File: src/rtl/axi_lite_pkg.sv
// Shared AXI4-Lite definitions: response codes and the master port FSM state type.
package axi_lite_pkg;

    localparam logic [1:0] RESP_OKAY   = 2'b00;
    localparam logic [1:0] RESP_EXOKAY = 2'b01;
    localparam logic [1:0] RESP_SLVERR = 2'b10;
    localparam logic [1:0] RESP_DECERR = 2'b11;

    typedef enum logic [2:0] {
        ST_IDLE,
        ST_WR_REQ,
        ST_B_WAIT,
        ST_AR_REQ,
        ST_R_WAIT,
        ST_RSP
    } state_e;

endpackage

File: src/rtl/axi_lite_master_port.sv
// Single-outstanding AXI4-Lite initiator: one command in, one AXI transaction, one response out.
// Optional watchdog enabled by defining AXI_LITE_MASTER_TIMEOUT_EN.
module axi_lite_master_port
    import axi_lite_pkg::*;
#(
    parameter int ADDR_BW_p        = 12,
    parameter int DATA_BW_p        = 32,
    parameter int TIMEOUT_CYCLES_p = 1024
) (
    input  logic                   clk,
    input  logic                   rst_n,
    input  logic                   i_cmd_valid,
    output logic                   o_cmd_ready,
    input  logic                   i_cmd_write,
    input  logic [ADDR_BW_p-1:0]   i_cmd_addr,
    input  logic [DATA_BW_p-1:0]   i_cmd_wdata,
    input  logic [DATA_BW_p/8-1:0] i_cmd_wstrb,
    output logic                   o_rsp_valid,
    input  logic                   i_rsp_ready,
    output logic                   o_rsp_write,
    output logic [DATA_BW_p-1:0]   o_rsp_rdata,
    output logic [1:0]             o_rsp_resp,
    output logic                   o_rsp_timeout,
    output logic [ADDR_BW_p-1:0]   o_axi_awaddr,
    output logic                   o_axi_awvalid,
    input  logic                   i_axi_awready,
    output logic [DATA_BW_p-1:0]   o_axi_wdata,
    output logic [DATA_BW_p/8-1:0] o_axi_wstrb,
    output logic                   o_axi_wvalid,
    input  logic                   i_axi_wready,
    input  logic [1:0]             i_axi_bresp,
    input  logic                   i_axi_bvalid,
    output logic                   o_axi_bready,
    output logic [ADDR_BW_p-1:0]   o_axi_araddr,
    output logic                   o_axi_arvalid,
    input  logic                   i_axi_arready,
    input  logic [DATA_BW_p-1:0]   i_axi_rdata,
    input  logic [1:0]             i_axi_rresp,
    input  logic                   i_axi_rvalid,
    output logic                   o_axi_rready
);

    localparam int STRB_BW = DATA_BW_p / 8;

    state_e               state_q, state_d;
    logic                 cmd_ready_q, cmd_ready_d;
    logic                 awvalid_q, awvalid_d;
    logic                 wvalid_q, wvalid_d;
    logic                 arvalid_q, arvalid_d;
    logic                 bready_q, bready_d;
    logic                 rready_q, rready_d;
    logic                 rsp_valid_q, rsp_valid_d;
    logic                 write_q, write_d;
    logic [ADDR_BW_p-1:0] addr_q, addr_d;
    logic [DATA_BW_p-1:0] wdata_q, wdata_d;
    logic [STRB_BW-1:0]   wstrb_q, wstrb_d;
    logic [DATA_BW_p-1:0] rdata_q, rdata_d;
    logic [1:0]           resp_q, resp_d;
    logic                 busy;

`ifdef AXI_LITE_MASTER_TIMEOUT_EN
    localparam int CNT_W = (TIMEOUT_CYCLES_p > 2) ? $clog2(TIMEOUT_CYCLES_p) : 1;
    logic [CNT_W-1:0] cnt_q, cnt_d;
    logic             tmo_q, tmo_d;
    logic             expired;
`endif

    assign busy = (state_q == ST_WR_REQ) || (state_q == ST_B_WAIT) ||
                  (state_q == ST_AR_REQ) || (state_q == ST_R_WAIT);

    always_comb begin
        state_d   = state_q;
        write_d   = write_q;
        addr_d    = addr_q;
        wdata_d   = wdata_q;
        wstrb_d   = wstrb_q;
        awvalid_d = awvalid_q;
        wvalid_d  = wvalid_q;
        arvalid_d = arvalid_q;
        rdata_d   = rdata_q;
        resp_d    = resp_q;
`ifdef AXI_LITE_MASTER_TIMEOUT_EN
        cnt_d     = cnt_q;
        tmo_d     = tmo_q;
        expired   = busy && (cnt_q == CNT_W'(TIMEOUT_CYCLES_p - 1));
        if (busy) cnt_d = cnt_q + 1'b1;
`endif
        case (state_q)
            ST_IDLE: begin
                if (i_cmd_valid && cmd_ready_q) begin
                    write_d = i_cmd_write;
                    addr_d  = i_cmd_addr;
                    wdata_d = i_cmd_wdata;
                    wstrb_d = i_cmd_wstrb;
`ifdef AXI_LITE_MASTER_TIMEOUT_EN
                    cnt_d   = '0;
`endif
                    if (i_cmd_write) begin
                        awvalid_d = 1'b1;
                        wvalid_d  = 1'b1;
                        state_d   = ST_WR_REQ;
                    end else begin
                        arvalid_d = 1'b1;
                        state_d   = ST_AR_REQ;
                    end
                end
            end
            ST_WR_REQ: begin
                // AW and W channels retire independently, in any order
                if (awvalid_q && i_axi_awready) awvalid_d = 1'b0;
                if (wvalid_q && i_axi_wready)   wvalid_d  = 1'b0;
                if (!awvalid_d && !wvalid_d)    state_d   = ST_B_WAIT;
            end
            ST_B_WAIT: begin
                if (i_axi_bvalid) begin
                    resp_d  = i_axi_bresp;
                    rdata_d = '0;
                    state_d = ST_RSP;
                end
            end
            ST_AR_REQ: begin
                if (i_axi_arready) begin
                    arvalid_d = 1'b0;
                    state_d   = ST_R_WAIT;
                end
            end
            ST_R_WAIT: begin
                if (i_axi_rvalid) begin
                    resp_d  = i_axi_rresp;
                    rdata_d = i_axi_rdata;
                    state_d = ST_RSP;
                end
            end
            ST_RSP: begin
                if (i_rsp_ready) begin
                    state_d = ST_IDLE;
`ifdef AXI_LITE_MASTER_TIMEOUT_EN
                    tmo_d   = 1'b0;
`endif
                end
            end
            default: state_d = ST_IDLE;
        endcase
`ifdef AXI_LITE_MASTER_TIMEOUT_EN
        // Watchdog wins over a same-cycle completion; abandons the bus mid-handshake
        if (expired) begin
            awvalid_d = 1'b0;
            wvalid_d  = 1'b0;
            arvalid_d = 1'b0;
            resp_d    = RESP_SLVERR;
            rdata_d   = '0;
            tmo_d     = 1'b1;
            state_d   = ST_RSP;
        end
`endif
        cmd_ready_d = (state_d == ST_IDLE);
        bready_d    = (state_d == ST_B_WAIT);
        rready_d    = (state_d == ST_R_WAIT);
        rsp_valid_d = (state_d == ST_RSP);
    end

    always_ff @(posedge clk or negedge rst_n) begin
        if (!rst_n) begin
            state_q     <= ST_IDLE;
            cmd_ready_q <= 1'b0;
            awvalid_q   <= 1'b0;
            wvalid_q    <= 1'b0;
            arvalid_q   <= 1'b0;
            bready_q    <= 1'b0;
            rready_q    <= 1'b0;
            rsp_valid_q <= 1'b0;
            write_q     <= 1'b0;
            addr_q      <= '0;
            wdata_q     <= '0;
            wstrb_q     <= '0;
            rdata_q     <= '0;
            resp_q      <= RESP_OKAY;
        end else begin
            state_q     <= state_d;
            cmd_ready_q <= cmd_ready_d;
            awvalid_q   <= awvalid_d;
            wvalid_q    <= wvalid_d;
            arvalid_q   <= arvalid_d;
            bready_q    <= bready_d;
            rready_q    <= rready_d;
            rsp_valid_q <= rsp_valid_d;
            write_q     <= write_d;
            addr_q      <= addr_d;
            wdata_q     <= wdata_d;
            wstrb_q     <= wstrb_d;
            rdata_q     <= rdata_d;
            resp_q      <= resp_d;
        end
    end

`ifdef AXI_LITE_MASTER_TIMEOUT_EN
    always_ff @(posedge clk or negedge rst_n) begin
        if (!rst_n) begin
            cnt_q <= '0;
            tmo_q <= 1'b0;
        end else begin
            cnt_q <= cnt_d;
            tmo_q <= tmo_d;
        end
    end
    assign o_rsp_timeout = tmo_q;
`else
    assign o_rsp_timeout = 1'b0;
`endif

    assign o_cmd_ready   = cmd_ready_q;
    assign o_rsp_valid   = rsp_valid_q;
    assign o_rsp_write   = write_q;
    assign o_rsp_rdata   = rdata_q;
    assign o_rsp_resp    = resp_q;
    assign o_axi_awaddr  = addr_q;
    assign o_axi_awvalid = awvalid_q;
    assign o_axi_wdata   = wdata_q;
    assign o_axi_wstrb   = wstrb_q;
    assign o_axi_wvalid  = wvalid_q;
    assign o_axi_bready  = bready_q;
    assign o_axi_araddr  = addr_q;
    assign o_axi_arvalid = arvalid_q;
    assign o_axi_rready  = rready_q;

endmodule

File: config.mk
export PLATFORM = sky130hd
export DESIGN_NAME = axi_lite_master_port
export DESIGN_NICKNAME = d
export VERILOG_FILES = /design/src/rtl/axi_lite_pkg.sv /design/src/rtl/axi_lite_master_port.sv
export SDC_FILE = /design/constraint.sdc
export NUM_CORES = 1
export LEC_CHECK = 0
export CORE_UTILIZATION = 35
export DETAILED_ROUTE_END_ITERATION = 16
export PLACE_DENSITY = 0.7
export SETUP_SLACK_MARGIN = 0.15
export SYNTH_ARGS = -nofsm -noshare
export SYNTH_HDL_FRONTEND = slang
export SYNTH_SLANG_ARGS = --single-unit
export TNS_END_PERCENT = 10
File: constraint.sdc
create_clock -name clk -period 3.44 [get_ports clk]
set_input_delay 1.032 -clock clk [delete_from_list [all_inputs] [get_ports clk]]
set_output_delay 1.032 -clock clk [all_outputs]
set_load 0.05 [all_outputs]
======== Word level (Yosys, flattened, before mapping) ========
Cells that the tools add are included.
storage, ports and cells
  register bits ........................... 93
  bits of input ports ..................... 94
  output and inout port bits .............. 103
  word-level logic and storage cells ...... 69
cells by class
  equal/unequal tests ..................... 14
  muxes and demuxes ....................... 26
  reduce and logical (&&, ||, !) cells .... 15
operator list
  kind                                                             count
  32-bit two-way mux                                               2
  32-bit one-hot mux with 2 select lines                           1
  3-bit two-way mux                                                6
  3-bit one-hot mux with 6 select lines                            1
  3-bit == test, second input constant                             4
  2-bit != test, second input constant                             6
  3-bit by 2-bit == test with 1-bit output, second input constant  3
  1-bit two-way mux                                                9
  3-bit logical NOT                                                2
  2-bit two-way mux                                                3
  1-bit one-hot mux with 2 select lines                            3
  3-bit AND reduction                                              2
  2-bit nonzero test                                               3
  1-bit logical AND                                                4
  2-bit one-hot mux with 2 select lines                            1
  4-bit AND reduction                                              1
  3-bit by 1-bit == test with 1-bit output, second input constant  1
  1-bit logical NOT                                                2
  2-bit AND reduction                                              1

======== Depth between registers and ports, before layout ========
  word-level depth ........................ 8
  gate-level depth with buffers ........... 6
  depth with buffers taken out ............ 4

======== Worst setup path before layout ========
No wires, ideal clock.
  kind .................................... input -> register
  start point ............................. in i_cmd_valid
  end point ............................... reg wdata_q[0], in the netlist o_axi_wdata[0]
  library setup time ...................... 0.118 ns
  arrival ................................. 1.955 ns
  data required time ...................... 3.322 ns
  setup slack ............................. 1.368 ns
  cell stages on the path ................. 6
  buffers on the path ..................... 2
  cells stage by stage .................... nand2_1 or4_4 buf_6 clkbuf_8 nand2_1 nand2_1
on the way
  cells in the longest elaborated chain, start to end .. 2
RTL lines
  element                               RTL line                     text
  start: declaration                    axi_lite_master_port.sv:12   input logic i_cmd_valid,
  1-bit logical AND                     axi_lite_master_port.sv:90   if (i_cmd_valid && cmd_ready_q) begin
  2-bit AND reduction (no source line)  n/a
  end signal: assignment                axi_lite_master_port.sv:189  wdata_q <= wdata_d;
  end: declaration                      axi_lite_master_port.sv:55   logic [DATA_BW_p-1:0] wdata_q, wdata_d;
No other way between the ends.
A chain may end at the register's enable or synchronous reset.

======== Worst setup path after layout ========
  start point ............................. reg wvalid_q, in the netlist o_axi_wvalid
  end point ............................... out o_axi_wvalid
RTL lines
  element                   RTL line                     text
  start: declaration        axi_lite_master_port.sv:48   logic wvalid_q, wvalid_d;
  start signal: assignment  axi_lite_master_port.sv:182  wvalid_q <= wvalid_d;
  end: declaration          axi_lite_master_port.sv:29   output logic o_axi_wvalid,
No word-level cell between the ends.

==> results.toml <==
[floorplan]
die_h_um = 108
die_area_um2 = 11600
initial_utilization = 0.359
core_area_um2 = 10900
floorplan.io_pins = 197
die_span_x_um = 108
rows = 38

[synth]
synth_seq_area_share = 0.595
synth_compound_gate_area_share = 0.0672
share_of_synthesized_cell_area_in_full_adder_half_adder_and_majority_cells = 0
yosysTopAreaCellShare = 0.595
netlist-cell-type-count = 29
yosys_warnings = 0
post_synth_edffs = 0
syn-cell-area_um2 = 3910
synth_largest_area_cell = "sky130_fd_sc_hd__dfrtp_1"
syn-num-nets = 510
synth_xor_area_frac = 0
yosys_most_used_dff = "sky130_fd_sc_hd__dfrtp_1"
synth-async-reset-ratio = 1.00
synth.top_cells.by_count = "218 x sky130_fd_sc_hd__nand2_1, 93 x sky130_fd_sc_hd__dfrtp_1, 25 x sky130_fd_sc_hd__o21ai_0"
muxShareOfSynthArea = 0.00768
syn-instance-count = 416
synth_top_family_by_area = "simple AND/OR/NAND/NOR gates"
syn-mean-instance-area_um2 = 9.41
ys_ff_latch = 93
post-synth-top-count-cell = "sky130_fd_sc_hd__nand2_1"
yosys-top-cells-area = "sky130_fd_sc_hd__dfrtp_1 59%, sky130_fd_sc_hd__nand2_1 21%, sky130_fd_sc_hd__o21ai_0 3.2%"
synth_simple_gate_area_share = 0.253

[final_layout]
design_area_um2 = 5990
number_of_cells_in_the_finished_layout_apart_from_fillers = 734
finalNetCount = 683
drive_gt1_frac = 0.0488
final.fill_count = 972
syn2layout_area_growth_pct = 53.2
antenna_cells_inserted = 0

[route]
drcViolationCount = 0
dr.first_iter.drc_count = 142
routed_wirelength_mm = 9.86
drtPass1Iterations = 4
wl_per_cell_um = 13.4
vias = 3320
antenna_violating_nets_post_route = 0
via_per_inst = 4.52

[clock_tree]
cts_htree_levels = 3
max-clock-path-buffers = 2
post-cts-setup-buffer-count = 0
clock-root-buffer = "sky130_fd_sc_hd__clkbuf_8"
path_clk_slew_ps = 90
ctsResizeCount = 0
worst_skew_pair.late_latency_ps = 360
cts_sinks = 93
clock_tree_from_tritoncts = "yes"
clock_buffers_created_by_tritoncts = 9
hold_buffers = 0

[timing]
fmaxAchievable_mhz = 382
fin_max_slew_vios = 0
worstMarginPinSlew_ps = 1100
finalHoldViolations = 0
min_period_over_period = 0.761
totalNegativeSetupSlack_ps = 0
timing.final.crit_period_ps = 2620
smallest_setup_slack_after_layout_ps = 824
grt_setup_unrepaired = "no"
normalized_max_slew_margin = 0.268
timing.clock.skew_ps = 11.2
timing.final.setup_violations = 0

[grt]
grt_max_degree = 69
first_global_vias = 3246
grt_antenna_before_repair = 0
grt_usage = 0.175
global_route.overflow_total = 0
grt_pass1_wl_mm = 15.7

[placed_design]
placement.cell_area_um2 = 5790
count_of_placed_standard_cells_including_taps = 718
dpl.hpwl_mm = 7.17
gp_congestion = 0.746
io_buffer_count = 195
dp_slack_ps = 614

[worst_hold_path]
class_of_the_tightest_hold_or_removal_check = "flip-flop to flip-flop"
worstHoldStart = "o_axi_wdata[22]$_DFFE_PN0P_"

[worst_setup_path]
path_buf_inv = 1
r2r_start = "state_q[2]$_DFF_PN0_"
timing.critical_path.to_type = "output port"
setup.worst_path.start_class = "flip-flop"
worstSetupPathType = "flip-flop to output port"
worst-endpoint-arrival_ps = 1580
worst-path-max-fanout = 3
critical_path.top_delay_family = "buffers and inverters"
worst_path_max_delay_cell = "sky130_fd_sc_hd__clkdlybuf4s50_1"
startpoint = "o_axi_wvalid$_DFFE_PN0P_"
cpPeakStageDelay_ps = 850
worst-endpoint-required_ps = 2410
cp_cell_sequence = "clkdlybuf4s50_1"

[power]
swShare = 0.515
max-vdd-ir-drop_uv = 493
p_sw_uw = 3400
share_clk_of_total_power = 0.111
share_comb_of_total_power = 0.600
fin_total_pwr_uw = 6620
pwr-share-seq = 0.289
p_leak_uw = 0.00267
p_int_uw = 3210
power.density_cell_area_nw_per_um2 = 1100

[flow_run]
max_cap_viol_count = 0

[run_status]
run_status = "complete, no violations"
-- power by group through the flow --
stage / registers, µW / clock network [µW] / logic (µW)
after floorplan: 3510 / 0 / 1150
after global placement: 1900 / 0 / 3960
after detailed placement: 1940 / 0 / 4000
after CTS: 1920 / 761 / 4010
after global routing: 1980 / 807 / 4200
final: 1910 / 735 / 3970
-- worst paths after layout --
check	to	slack (ps)	cells past startpoint
max in group asynchronous	o_axi_wdata[18]$_DFFE_PN0P_	2070	2
worst min-delay path	o_axi_wdata[22]$_DFFE_PN0P_	480	2
worst max-delay path	o_axi_wvalid	820	1
worst min register to register	o_axi_wdata[22]$_DFFE_PN0P_	480	2
min in group asynchronous	o_axi_wdata[15]$_DFFE_PN0P_	690	1
worst max register to register	o_rsp_rdata[10]$_DFFE_PN0P_	1170	4
-- per-layer routing --
layer,wire (µm),GRT usage
met1,4040,0.209
met4,151,0.0636
met3,802,0.0581
met5,0,0
met2,4860,0.292
-- cells by family after synthesis --
kind of cell / Yosys count
other: 1
and+or+nand+nor: 237
muxes: 3
buffers and inverters: 37
AOI/OAI and AO/OA: 45
DFF: 93
-- cell type report --
| class | instances | area (µm²) | share of cell area |
|---|---|---|---|
| Timing Repair Buffer | 199 | 2000 | 0.334 |
| Sequential cell | 93 | 2330 | 0.388 |
| Clock inverter | 5 | 60.1 | 0.0100 |
| Multi-Input combinational cell | 286 | 1290 | 0.215 |
| Tap cell | 140 | 175 | 0.0292 |
| Clock buffer | 11 | 141 | 0.0236 |
-- layout by cell type, fill, tap and decap left out, types with 2 or more instances in the layout --
cell type,Yosys,final
sky130_fd_sc_hd__nand4b_1,2,2
sky130_fd_sc_hd__clkdlybuf4s50_1,0,194
sky130_fd_sc_hd__nand3b_1,3,3
sky130_fd_sc_hd__mux2i_1,3,3
sky130_fd_sc_hd__dfrtp_1,93,93
sky130_fd_sc_hd__nor3b_1,3,3
sky130_fd_sc_hd__nand2b_1,3,3
sky130_fd_sc_hd__o21ai_0,25,25
sky130_fd_sc_hd__a21oi_1,4,4
sky130_fd_sc_hd__clkbuf_8,5,10
sky130_fd_sc_hd__buf_12,0,2
sky130_fd_sc_hd__clkinv_4,0,2
sky130_fd_sc_hd__nand2_1,218,218
sky130_fd_sc_hd__o21ai_1,11,11
sky130_fd_sc_hd__buf_4,13,3
-- stage by stage --
stage	utilization	hold WS, ps
4_1_cts	0.551	482
3_5_place_dp	0.532	461
6_report	0.551	480
2_1_floorplan	-	598
3_3_place_gp	0.532	457
5_1_grt	0.551	504
-- state kept, by name, indices dropped and copies added (netlist names) --
register and flops:
o_axi_bready 1, o_axi_wstrb 4, state_q 3, o_rsp_rdata 32, o_axi_wdata 32, o_axi_rready 1
o_axi_araddr 12, o_cmd_ready 1, o_rsp_valid 1, o_axi_arvalid 1, o_axi_wvalid 1, o_rsp_write 1
o_axi_awvalid 1, o_rsp_resp 2
Note: power is estimated with default switching activity, not from simulation.
